### config.mk
export PLATFORM = sky130hd
export DESIGN_NAME = bp_piton_mem_arbiter
export DESIGN_NICKNAME = d
export VERILOG_FILES = /design/src/rtl/bp_common_pkg.sv /design/src/rtl/bsg_arb_round_robin.sv /design/src/rtl/bp_piton_mem_arbiter.sv
export SDC_FILE = /design/constraint.sdc
export NUM_CORES = 1
export LEC_CHECK = 0
export ABC_AREA = 1
export BUFFER_PORTS_ARGS = -buffer_cell sky130_fd_sc_hd__clkbuf_2
export CELL_PAD_IN_SITES_DETAIL_PLACEMENT = 0
export CELL_PAD_IN_SITES_GLOBAL_PLACEMENT = 1
export CORE_AREA = 5 5 350 352
export CTS_BUF_LIST = sky130_fd_sc_hd__clkbuf_2 sky130_fd_sc_hd__clkbuf_4 sky130_fd_sc_hd__clkbuf_8
export DETAILED_ROUTE_END_ITERATION = 8
export DIE_AREA = 0 0 355 357
export PLACE_DENSITY = 0.35
export SYNTH_ARGS = -nofsm -noshare
export SYNTH_HDL_FRONTEND = slang
export SYNTH_HIERARCHICAL = 1
export SYNTH_SLANG_ARGS = --single-unit
### constraint.sdc
create_clock -name clk_i -period 1.7 [get_ports clk_i]
set_input_delay 0.17 -clock clk_i [delete_from_list [all_inputs] [get_ports clk_i]]
set_output_delay 0.17 -clock clk_i [all_outputs]
set_load 0.02 [all_outputs]
### src/rtl/bp_common_pkg.sv
// Shared cache-engine definitions for the BlackParrot/OpenPiton memory arbiter.
// Latency: n/a (types, constants and a pure combinational helper only).
// Backpressure: n/a.
//
// Contents:
//   bp_arb_state_e  - arbiter FSM state encoding (e_idle, e_send, e_wait)
//   bp_mem_src_e    - request source encoding (0 = I-cache, 1 = D-cache)
//   rr_grant        - two-way round-robin pick, bit 0 = I, bit 1 = D
package bp_common_pkg;

   localparam int unsigned bp_mem_data_width_gp = 64;
   localparam int unsigned bp_mem_size_width_gp = 2;

   typedef enum logic [1:0] {
      e_idle = 2'd0,
      e_send = 2'd1,
      e_wait = 2'd2
   } bp_arb_state_e;

   typedef enum logic {
      e_src_icache = 1'b0,
      e_src_dcache = 1'b1
   } bp_mem_src_e;

   // One-hot grant. On contention the requester that did not win last time
   // gets the grant; a lone requester always wins.
   function automatic logic [1:0] rr_grant(input logic [1:0] reqs,
                                           input bp_mem_src_e last);
      logic [1:0] g;
      g = 2'b00;
      case (reqs)
         2'b01:   g = 2'b01;
         2'b10:   g = 2'b10;
         2'b11:   g = (last == e_src_dcache) ? 2'b01 : 2'b10;
         default: g = 2'b00;
      endcase
      return g;
   endfunction

endpackage

### src/rtl/bsg_arb_round_robin.sv
// Two-input round-robin arbiter with a registered last-winner pointer.
// Latency: grant is combinational from reqs_i; pointer updates on the clock edge of an accepted grant.
// Backpressure: pointer only advances when yumi_i reports the grant was consumed.
//
// Ports:
//   clk_i, reset_i  - clock, synchronous active-high reset (pointer -> D)
//   reqs_i[1:0]     - request vector, bit 0 = I-cache, bit 1 = D-cache
//   yumi_i          - the current grant was accepted this cycle
//   grants_o[1:0]   - one-hot grant
module bsg_arb_round_robin
   import bp_common_pkg::*;
(
   input  logic       clk_i,
   input  logic       reset_i,
   input  logic [1:0] reqs_i,
   input  logic       yumi_i,
   output logic [1:0] grants_o
);

   bp_mem_src_e r_last;
   logic [1:0]  w_grants;

   assign w_grants = rr_grant(reqs_i, r_last);
   assign grants_o = w_grants;

   // Reset to D so that the I-cache wins the first contention.
   always_ff @(posedge clk_i) begin
      if (reset_i) begin
         r_last <= e_src_dcache;
      end else if (yumi_i && (|w_grants)) begin
         r_last <= w_grants[1] ? e_src_dcache : e_src_icache;
      end
   end

endmodule

### src/rtl/bp_piton_mem_arbiter.sv
// Arbitrates I-cache fills and D-cache fills/stores onto one downstream memory port, one request in flight.
// Latency: accept in cycle N, mem_req_v_o in N+1; response is routed back combinationally in the cycle it arrives.
// Backpressure: request fields held stable until mem_req_ready_i; both cache ready_o low while a request is outstanding.
//
// Optional feature: define BP_PITON_ARB_TIMEOUT_EN to enable the response watchdog
// (timeout_cycles_p cycles in e_wait sets sticky timeout_err_o and abandons the request).
//
// Ports:
//   clk_i, reset_i                       - clock, synchronous active-high reset
//   ic_req_v_i/ready_o, ic_req_addr_i    - I-cache miss request
//   dc_req_v_i/ready_o, dc_req_addr_i,
//   dc_req_wr_i, dc_req_size_i,
//   dc_req_data_i                        - D-cache fill (wr=0) or writethrough store (wr=1)
//   mem_req_v_o/ready_i, mem_req_*_o     - downstream request, src 0 = I, 1 = D
//   mem_resp_v_i, mem_resp_data_i        - downstream response
//   ic_resp_v_o/data_o, dc_resp_v_o/data_o - routed response, D gets the low bits
//   timeout_err_o                        - sticky watchdog error
module bp_piton_mem_arbiter
   import bp_common_pkg::*;
#(
   parameter int paddr_width_p        = 40,
   parameter int icache_block_width_p = 256,
   parameter int dcache_block_width_p = 128,
   parameter int timeout_cycles_p     = 1024
)
(
   input  logic                              clk_i,
   input  logic                              reset_i,

   input  logic                              ic_req_v_i,
   output logic                              ic_req_ready_o,
   input  logic [paddr_width_p-1:0]          ic_req_addr_i,

   input  logic                              dc_req_v_i,
   output logic                              dc_req_ready_o,
   input  logic [paddr_width_p-1:0]          dc_req_addr_i,
   input  logic                              dc_req_wr_i,
   input  logic [bp_mem_size_width_gp-1:0]   dc_req_size_i,
   input  logic [bp_mem_data_width_gp-1:0]   dc_req_data_i,

   output logic                              mem_req_v_o,
   input  logic                              mem_req_ready_i,
   output logic [paddr_width_p-1:0]          mem_req_addr_o,
   output logic                              mem_req_wr_o,
   output logic [bp_mem_size_width_gp-1:0]   mem_req_size_o,
   output logic [bp_mem_data_width_gp-1:0]   mem_req_data_o,
   output logic                              mem_req_src_o,

   input  logic                              mem_resp_v_i,
   input  logic [icache_block_width_p-1:0]   mem_resp_data_i,

   output logic                              ic_resp_v_o,
   output logic [icache_block_width_p-1:0]   ic_resp_data_o,
   output logic                              dc_resp_v_o,
   output logic [dcache_block_width_p-1:0]   dc_resp_data_o,

   output logic                              timeout_err_o
);

   bp_arb_state_e                      r_state;
   logic [paddr_width_p-1:0]           r_addr;
   logic                               r_wr;
   logic [bp_mem_size_width_gp-1:0]    r_size;
   logic [bp_mem_data_width_gp-1:0]    r_data;
   bp_mem_src_e                        r_src;

   logic [1:0] w_grants;
   logic       w_idle;
   logic       w_ic_fire;
   logic       w_dc_fire;
   logic       w_resp_fire;

   assign w_idle = (r_state == e_idle);

   bsg_arb_round_robin u_rr (
      .clk_i    (clk_i),
      .reset_i  (reset_i),
      .reqs_i   ({dc_req_v_i, ic_req_v_i}),
      .yumi_i   (w_ic_fire | w_dc_fire),
      .grants_o (w_grants)
   );

   // Grants only exist for valid requesters, so ready never rises for an
   // idle cache; outside e_idle nobody is ready.
   assign ic_req_ready_o = w_idle & w_grants[0];
   assign dc_req_ready_o = w_idle & w_grants[1];
   assign w_ic_fire      = ic_req_v_i & ic_req_ready_o;
   assign w_dc_fire      = dc_req_v_i & dc_req_ready_o;

   assign w_resp_fire    = (r_state == e_wait) & mem_resp_v_i;

`ifdef BP_PITON_ARB_TIMEOUT_EN
   localparam int CntW = $clog2(timeout_cycles_p + 1);
   logic [CntW-1:0] r_to_cnt;
   logic            r_to_err;
   logic            w_to_hit;

   // Counter holds the number of completed e_wait cycles, so the limit is
   // reached at the end of the timeout_cycles_p-th cycle in e_wait.
   assign w_to_hit      = (r_state == e_wait) && !mem_resp_v_i &&
                          (r_to_cnt == CntW'(timeout_cycles_p - 1));
   assign timeout_err_o = r_to_err;
`else
   assign timeout_err_o = 1'b0;
`endif

   always_ff @(posedge clk_i) begin
      if (reset_i) begin
         r_state <= e_idle;
         r_addr  <= '0;
         r_wr    <= 1'b0;
         r_size  <= '0;
         r_data  <= '0;
         r_src   <= e_src_icache;
`ifdef BP_PITON_ARB_TIMEOUT_EN
         r_to_cnt <= '0;
         r_to_err <= 1'b0;
`endif
      end else begin
         case (r_state)
            e_idle: begin
               // I fills carry no size/data; the source tag marks them as
               // whole-block reads.
               if (w_ic_fire) begin
                  r_addr  <= ic_req_addr_i;
                  r_wr    <= 1'b0;
                  r_size  <= '0;
                  r_data  <= '0;
                  r_src   <= e_src_icache;
                  r_state <= e_send;
               end else if (w_dc_fire) begin
                  r_addr  <= dc_req_addr_i;
                  r_wr    <= dc_req_wr_i;
                  r_size  <= dc_req_size_i;
                  r_data  <= dc_req_data_i;
                  r_src   <= e_src_dcache;
                  r_state <= e_send;
               end
            end
            e_send: begin
               if (mem_req_ready_i) begin
                  r_state <= e_wait;
               end
            end
            e_wait: begin
`ifdef BP_PITON_ARB_TIMEOUT_EN
               if (mem_resp_v_i) begin
                  r_to_cnt <= '0;
                  r_state  <= e_idle;
               end else if (w_to_hit) begin
                  r_to_cnt <= '0;
                  r_to_err <= 1'b1;
                  r_state  <= e_idle;
               end else begin
                  r_to_cnt <= r_to_cnt + 1'b1;
               end
`else
               if (mem_resp_v_i) begin
                  r_state <= e_idle;
               end
`endif
            end
            default: r_state <= e_idle;
         endcase
      end
   end

   assign mem_req_v_o    = (r_state == e_send);
   assign mem_req_addr_o = r_addr;
   assign mem_req_wr_o   = r_wr;
   assign mem_req_size_o = r_size;
   assign mem_req_data_o = r_data;
   assign mem_req_src_o  = r_src;

   // Data is zeroed when no response is being delivered so the response
   // buses never show stale or spurious downstream traffic.
   assign ic_resp_v_o    = w_resp_fire & (r_src == e_src_icache);
   assign dc_resp_v_o    = w_resp_fire & (r_src == e_src_dcache);
   assign ic_resp_data_o = ic_resp_v_o ? mem_resp_data_i : '0;
   assign dc_resp_data_o = dc_resp_v_o ? mem_resp_data_i[dcache_block_width_p-1:0] : '0;

endmodule

Word-level counts from Yosys, hierarchy flattened
Cells that the tools add are included.
- register bits after elaboration: 111
- output and inout port bits: 498
- word-level logic and storage cells: 50
- bits of input ports: 409
- muxes and demuxes: 20
- reduce and logical (&&, ||, !) cells: 6
- eq/ne operators: 8
- bitwise logic cells: 9
- operators by type and width (cell ; count):
    $mux W256 ; 1
    $mux W128 ; 1
    $mux W64 ; 2
    $mux W40 ; 2
    $mux W2 ; 7
    $pmux W2 S3 ; 2
    $and A1 B1 Y1 ; 7
    $eq A2 B2 Y1 const B ; 3
    $mux W1 ; 5
    $eq A2 B1 Y1 const B ; 2
    $ne A3 B1 Y1 const B ; 1
    $reduce_and A3 Y1 ; 1
    $logic_not A2 Y1 ; 1
    $ne A2 B1 Y1 const B ; 1
    $ne A2 B2 Y1 const B ; 1
    $reduce_and A2 Y1 ; 1
    $reduce_bool A2 Y1 ; 1
    $reduce_or A2 Y1 ; 1
    $logic_and A1 B1 Y1 ; 1
    $not A1 Y1 ; 1
    $or A1 B1 Y1 ; 1

Longest topological paths before layout
Gate-level depths: netlist of run 1.
- depth in word-level cells: 7
- mapped depth: 9
- mapped depth without buffers: 7

Modules after synthesis
Netlist of run 1, hierarchy kept.
- modules (own cells, without submodules) (module ; times used ; cells each ; area an instance (um2) ; sequential area each (um2)):
    bp_piton_mem_arbiter ; 1 ; 1374 ; 7593.5 ; 2202.1
    bsg_arb_round_robin ; 1 ; 9 ; 60.1 ; 20.0

Least setup slack after synthesis of run 1
OpenSTA, ideal clock, no wires.
- path kind: reg-to-output
- start: register r_src, in the netlist mem_req_src_o
- end: output port dc_resp_data_o[100]
- path slack: -47 ps
- required time: 1530 ps
- path buffers: 2
- stages on the path, launching flop included: 7
- arrival time: 1577 ps
- cells stage by stage: dfxtp_1 inv_1 nor2_1 inv_1 clkbuf_1 buf_2 nor2_1
- longest elaborated chain between the ends: 2
- RTL lines (element ; RTL line ; RTL):
    start, declared ; bp_piton_mem_arbiter.sv:65 ; bp_mem_src_e r_src;
    start signal, assigned ; bp_piton_mem_arbiter.sv:114 ; r_src <= e_src_icache;
    start signal, assigned ; bp_piton_mem_arbiter.sv:129 ; r_src <= e_src_icache;
    start signal, assigned ; bp_piton_mem_arbiter.sv:136 ; r_src <= e_src_dcache;
    $and A1 B1 Y1 ; bp_piton_mem_arbiter.sv:178 ; assign dc_resp_v_o = w_resp_fire & (r_src == e_src_dcache);
    via dc_resp_v_o ; bp_piton_mem_arbiter.sv:54 ; output logic dc_resp_v_o,
    $mux W128 ; bp_piton_mem_arbiter.sv:180 ; assign dc_resp_data_o = dc_resp_v_o ? mem_resp_data_i[dcache_block_width_p-1:0] : '0;
    end, declared ; bp_piton_mem_arbiter.sv:55 ; output logic [dcache_block_width_p-1:0] dc_resp_data_o,
The timed path passes the listed nets, and every way through them passes these cells.

Worst setup path after layout of run 1
- start: register r_state[0]
- end: output port ic_resp_data_o[79]
- longest elaborated chain between the ends: 4
- RTL lines (element ; RTL line ; RTL):
    start, declared ; bp_piton_mem_arbiter.sv:60 ; bp_arb_state_e r_state;
    start signal, assigned ; bp_piton_mem_arbiter.sv:109 ; r_state <= e_idle;
    start signal, assigned ; bp_piton_mem_arbiter.sv:130 ; r_state <= e_send;
    start signal, assigned ; bp_piton_mem_arbiter.sv:137 ; r_state <= e_send;
    $eq A2 B2 Y1 ; bp_piton_mem_arbiter.sv:90 ; assign w_resp_fire = (r_state == e_wait) & mem_resp_v_i;
    $and A1 B1 Y1 ; bp_piton_mem_arbiter.sv:90 ;
    $and A1 B1 Y1 ; bp_piton_mem_arbiter.sv:177 ; assign ic_resp_v_o = w_resp_fire & (r_src == e_src_icache);
    $mux W256 ; bp_piton_mem_arbiter.sv:179 ; assign ic_resp_data_o = ic_resp_v_o ? mem_resp_data_i : '0;
    end, declared ; bp_piton_mem_arbiter.sv:53 ; output logic [icache_block_width_p-1:0] ic_resp_data_o,
No other way between the ends.

==> impl_metrics.ini, run 1 <==
[die]
die_w_um = 355
core_area_mm2 = 0.1190
row_count = 127
dieArea_mm2 = 0.1267
dieHeight_um = 357
ioPinCount = 907
start_util = 0.06431

[setup_path]
start_kind = flip-flop
crit_slowest_cell = dfxtp_2
cp-startpoint = r_state[0]
slowest_delay_ps = 350
rr_startpoint = r_state[1]
path_class = reg2out
cp_max_fo = 9
critical_path.cell_chain = inv_2, nand3_4, nor2_4, buf_12, inv_16, buf_12, buf_16, nor2_1, clkbuf_4
worstPathRequired_ps = 1530
endpoint_kind = output pin
arrival_ps = 1910
path_common_cell = buf_12

[run_status]
status = finished with violations
failed_checks = setup timing

[power_and_ir_drop]
p_leak_nw = 9.644
p_per_area_mw_per_mm2 = 458.2
ir_drop_uv = 356.9

[cells_and_area]
nNetsFinal = 2801
fill_cells = 14140
final_cells = 3968
drive_gt1_frac = 0.4706
area_growth_pct = 132.4

[place]
port_buffers = 905
place_ws_ps = -92.47
place_hpwl_um = 77880
placedCellCount = 3805
gp_congestion = 0.8572

[sta]
fin_skew_ps = 14.33
fin_ws_ps = -381.4
whs_ps = 79.19
hold_viol_final = 0
setup_tns_ps = -106580
rsz0062_at_grt = true
slew_violations = 0
fin_crit_sh = 1.224
finalSetupViolations = 397
layout_min_cycle_time_ps = 2081
max_freq_mhz = 480.4

[routing]
via_per_inst = 3.245
vias = 12880
dr.pass1.iters = 4
routedWlPerCell_um = 22.69
antenna_left = 0
remaining_drc_errors = 0
totalWireLength_um = 90050
dr.first_iter.drc_count = 588

[synth]
ys_ff_latch = 111
synth-edff-count = 0
synth_async_sr_flop_share = 0
syn_nets = 1792
synthFlopType = dfxtp_1
synth_cell_type_count = 23
yosysTopAreaCellShare = 0.2903
yosysTopAreaCell = dfxtp_1
syn_area_mm2 = 0.007654
ys_top_cells_by_area = dfxtp_1 29%, nor2_1 23%, inv_1 13%
syn_area_per_cell_um2 = 5.534
syn_inst = 1383
synth-seq-area-share = 0.2903
yosysWarnings = 6

[grt]
antenna_found_initial = 86
grt_pass1_vias = 13310
grt_max_degree = 54
grt_remaining_overflow = 0
track_usage = 0.1340
grt_pass1_wl_um = 116600

[cts]
htreeDepth = 3
cts.root.buffer_cell = clkbuf_8
clkSinkCount = 111
clockBufferDepth = 2
clkSlewWorstSetupHoldPaths_ps = 120
cts_tree = built
cts_buffers = 9
clk_latency_ps = 450

[hold_path]
hold_path.class = in2reg
min-delay-start = dc_req_data_i[41]

[flow_run]
drv_cap = 0
[repair_timing]
action / CTS / global route
hold buffers: 111 / 0
pin swaps: 5 / 2
endpoints found under the setup margin: 444 / 491
setup buffers: 2 / 0
hold endpoints to repair: 100 / 0
cloned: 8 / 3
resized for setup: 271 / 329
[layer usage]
metal | vias up | routed length (um) | part of all wire | global-route usage
li1 | 6179 | - | - | -
met1 | 5947 | 37230 | 0.41 | 0.1596
met2 | 612 | 41220 | 0.46 | 0.2164
met3 | 117 | 9426 | 0.10 | 0.06170
met4 | 20 | 2042 | 0.023 | 0.04027
met5 | - | 134 | 0.0015 | 0
[state kept, by name (all words and copies together), names as in the netlist]
register	cells
mem_req_addr_o	40
mem_req_data_o	64
mem_req_src_o	1
r_state	2
u_rr/r_last	1
mem_req_size_o	2
mem_req_wr_o	1
[report_power, final]
group	switching, W	internal, W
clock	0.00120	0.000726
sequential	0.0000858	0.00277
combinational	0.00199	0.00137
[worst max-delay path: cells and delay by family, from the launching register on]
family                 cells  cell delay, ps
buffers and inverters      6             780
AND/OR/NAND/NOR            3             310
flip-flops                 1             350
[through the flow]
stage          power (W)    util  instance area [um^2]
3_3_place_gp    0.005928  0.1229                 14630
4_1_cts         0.008373  0.1432                 17040
3_5_place_dp    0.005916  0.1229                 14630
2_1_floorplan   0.004272       -                  7654
5_1_grt         0.008756  0.1492                 17760
6_report        0.008149  0.1494                 17790
[path summary, 6_finish.rpt]
| check | slack [ps] | endpoint | cells past startpoint |
|---|---|---|---|
| max | -380 | ic_resp_data_o[79] | 9 |
| min | 80 | mem_req_data_o[41] | 3 |
| max reg2reg | -40 | mem_req_addr_o[17] | 9 |
| min reg2reg | 490 | mem_req_data_o[1] | 2 |
[cells in the mapped netlist (7+ instances only)]
cell type / n
inv_1: 267
nand3b_1: 41
nand4_1: 40
buf_2: 68
a21oi_1: 67
buf_1: 7
nor2_1: 468
nand3_1: 137
clkbuf_1: 35
dfxtp_1: 111
nand2_1: 125
[cells in the final DEF, fill, tap and decap left out, types with 41 or more instances in the layout]
| cell | Yosys | final |
|---|---|---|
| nand3_1 | 137 | 136 |
| buf_6 | 2 | 53 |
| clkbuf_4 | 0 | 46 |
| nor2_2 | 1 | 51 |
| nor2_4 | 1 | 49 |
| a21oi_1 | 67 | 67 |
| clkbuf_2 | 0 | 696 |
| dfxtp_1 | 111 | 108 |
| nor2_1 | 468 | 370 |
| dlygate4sd3_1 | 0 | 111 |
| inv_1 | 267 | 264 |
| nand2_1 | 125 | 125 |
| nand3b_1 | 41 | 41 |
| buf_4 | 2 | 123 |
[final cells by class]
class / instances / area, um^2 / share of cell area
timing repair inverter: 2 / 20.02 / 0.001126
multi-input combinational: 889 / 4410 / 0.2480
clock buffer: 10 / 131.4 / 0.007387
timing repair buffer: 1110 / 7893 / 0.4438
inverter: 269 / 1031 / 0.05797
sequential: 111 / 2228 / 0.1253
antenna: 23 / 57.56 / 0.003236
clock inverter: 6 / 77.57 / 0.004362
tap: 1548 / 1937 / 0.1089
[logic make-up after synthesis]
logic type	count (synthesis)	share of synthesized area
other	1	0.0004900
DFF	111	0.2903
AOI/OAI and AO/OA	72	0.04806
and+or+nand+nor	816	0.4592
buffers and inverters	383	0.2019
Power figures use the tool's default switching activity.
==> run 2, diff against run 1 <==
Settings changed: CTS_CLUSTER_DIAMETER set to 150, REMOVE_ABC_BUFFERS set to 1.
Clock period 1.7 ns to 2.1 ns, I/O delays scaled along.
==> run 2 against run 1 <==
Net effect:
- the flow still finishes with violations (setup timing)
- sequential power is 19% lower
- global-route usage is 4.3 points higher
- die area stayed put
- sequential cell count stayed put
- clock skew is 5.0 ps higher
- core utilization is 1.9 points higher
- count of clock-buffer cells in the layout is 2 higher
- hold slack worse by 26 ps
- register-to-register slack better by 240 ps
- sequential share of layout area is 1.4 points lower
- non-clock buffer count stayed put
- cell area is 13% higher
- highest routed layer unchanged
==> impl_metrics.ini, run 2 (synthesized netlist as in run 1, its figures left out) <==
[place]
place_ws_ps = 237.7
dpl_cell_area_mm2 = 0.01438
placedCellCount = 3801
place_hpwl_um = 103800
port_buffers = 905
gp_congestion = 0.9106

[grt]
grt_pass1_vias = 13100
track_usage = 0.1774
grt_remaining_overflow = 0
antenna_found_initial = 61
grt_pass1_wl_um = 146600
grt_max_degree = 88

[flow_run]
drv_cap = 0

[cells_and_area]
fill_cells = 13950
nNetsFinal = 2803
drive_gt1_frac = 0.5365
largest_reg_flops = 64
area_growth_pct = 162.0
final_area_mm2 = 0.02005
layout_commonest_cell = clkbuf_2
final_cells = 3959
layout_common_cells = 620 x clkbuf_2, 265 x inv_1, 236 x nor2_1

[cts]
htreeDepth = 3
clkSinkCount = 111
clkSlewWorstSetupHoldPaths_ps = 130
cts.root.buffer_cell = clkbuf_8
clk_latency_ps = 470
clockBufferDepth = 2
cts_buffers = 9
cts_tree = built

[routing]
dr.first_iter.drc_count = 660
via_per_inst = 3.260
antenna_left = 0
dr.pass1.iters = 4
vias = 12910
remaining_drc_errors = 0
totalWireLength_um = 118700
routedWlPerCell_um = 29.98

[power_and_ir_drop]
p_leak_nw = 10.10
p_per_area_mw_per_mm2 = 343.7
ir_drop_uv = 258.4

[die]
row_count = 127
ioPinCount = 907
die_w_um = 355
core_area_mm2 = 0.1190
start_util = 0.06431
dieHeight_um = 357
dieArea_mm2 = 0.1267

[setup_path]
reg2reg_to = mem_req_data_o[18]
reg2reg_slack_ps = 200
rr_startpoint = r_state[1]
endpoint_kind = output pin
arrival_ps = 2010
worstPathRequired_ps = 1890
reg2reg_depth = 7
start_kind = flip-flop
cp_max_fo = 6
path_class = reg2out

[hold_path]
hold_path.class = in2reg
min_path_cells = 5
min-delay-start = dc_req_addr_i[26]
hold_end = mem_req_addr_o[26]

[sta]
worst_pin_slew_ps = 1029
rsz0062_at_grt = true
fin_skew_ps = 19.37
max_freq_mhz = 450.0
max-slew-margin-rel = 0.3139
fin_ws_ps = -122.1
fin_crit_sh = 1.058
layout_min_cycle_time_ps = 2222
slew_violations = 0
finalSetupViolations = 296
hold_viol_final = 0

[run_status]
failed_checks = setup timing
status = finished with violations
==> run 2: cell count changes in the layout (fill, tap and decap cells not counted), sizes merged <==
cell | previous run | this run
bufbuf | 1 | 0
diode | 23 | 12
buf | 224 | 332
clkbuf | 784 | 704
dlygate4sd3 | 111 | 86
==> run 2: area by class of cell <==
cell class / count / area [um^2] / share of cell area
inverter: 269 / 1049 / 0.05229
timing repair buffer: 1110 / 9200 / 0.4588
timing repair inverter: 4 / 46.29 / 0.002309
tap: 1548 / 1937 / 0.09659
clock inverter: 4 / 27.53 / 0.001373
clock buffer: 12 / 165.2 / 0.008237
sequential: 111 / 2223 / 0.1109
antenna: 12 / 30.03 / 0.001498
multi-input combinational: 889 / 5374 / 0.2680
==> run 2: worst max-delay path, cell delays in order (launching register included) <==
cell	delay, ps
dfxtp_2	350
inv_2	60
nand3_2	70
nor2_2	100
buf_6	140
inv_12	50
buf_16	150
buf_16	160
clkbuf_16	180
nor2_2	110
clkbuf_8	160
==> run 2: layer usage <==
layer	vias to the layer above	global-route usage	share of wire
li1	6187	-	-
met1	6067	0.2320	0.44
met2	529	0.3079	0.49
met3	111	0.04125	0.064
met4	12	0.01797	0.012
met5	-	0	0.00061
==> run 2: how the worst max path moves through the flow <==
stage | startpoint | end | slack [ps] | depth (start not counted)
finish | r_state[0] | ic_resp_data_o[102] | -120 | 10
global route | r_state[0] | ic_resp_data_o[105] | -230 | 10
CTS | r_state[0] | ic_resp_data_o[79] | -210 | 10
detailed placement | r_state[0] | ic_resp_data_o[33] | 240 | 9
global placement | r_state[0] | ic_resp_data_o[180] | 250 | 9
floorplan | u_rr/r_last | mem_req_addr_o[0] | -3690 | 7
==> run 2: timing repair <==
| item | in CTS | in global routing |
|---|---|---|
| setup endpoints to repair | 367 | 374 |
| gates cloned | 16 | 11 |
| resized for setup | 573 | 672 |
| pin swaps | 2 | 2 |
| hold buffers | 86 | 0 |
| endpoints found under the hold margin | 86 | 0 |
| setup buffers | 16 | 2 |
==> run 2: per-stage QoR <==
step / total power [W] / TNS, ps / hold slack [ps] / util
5_1_grt: 0.007327 / -62170 / 30.22 / 0.1683
4_1_cts: 0.006869 / -48910 / 0.2313 / 0.1520
3_5_place_dp: 0.004903 / 0 / 470.3 / 0.1208
6_report: 0.006892 / -16190 / 53.16 / 0.1685
3_3_place_gp: 0.004925 / 0 / 467.0 / 0.1208
2_1_floorplan: 0.003379 / -824710 / 279.1 / -
==> run 2: report_power, final <==
group / internal [W] / switching, W
registers: 0.00224 / 0.0000718
logic: 0.00116 / 0.00193
clock network: 0.000533 / 0.000956
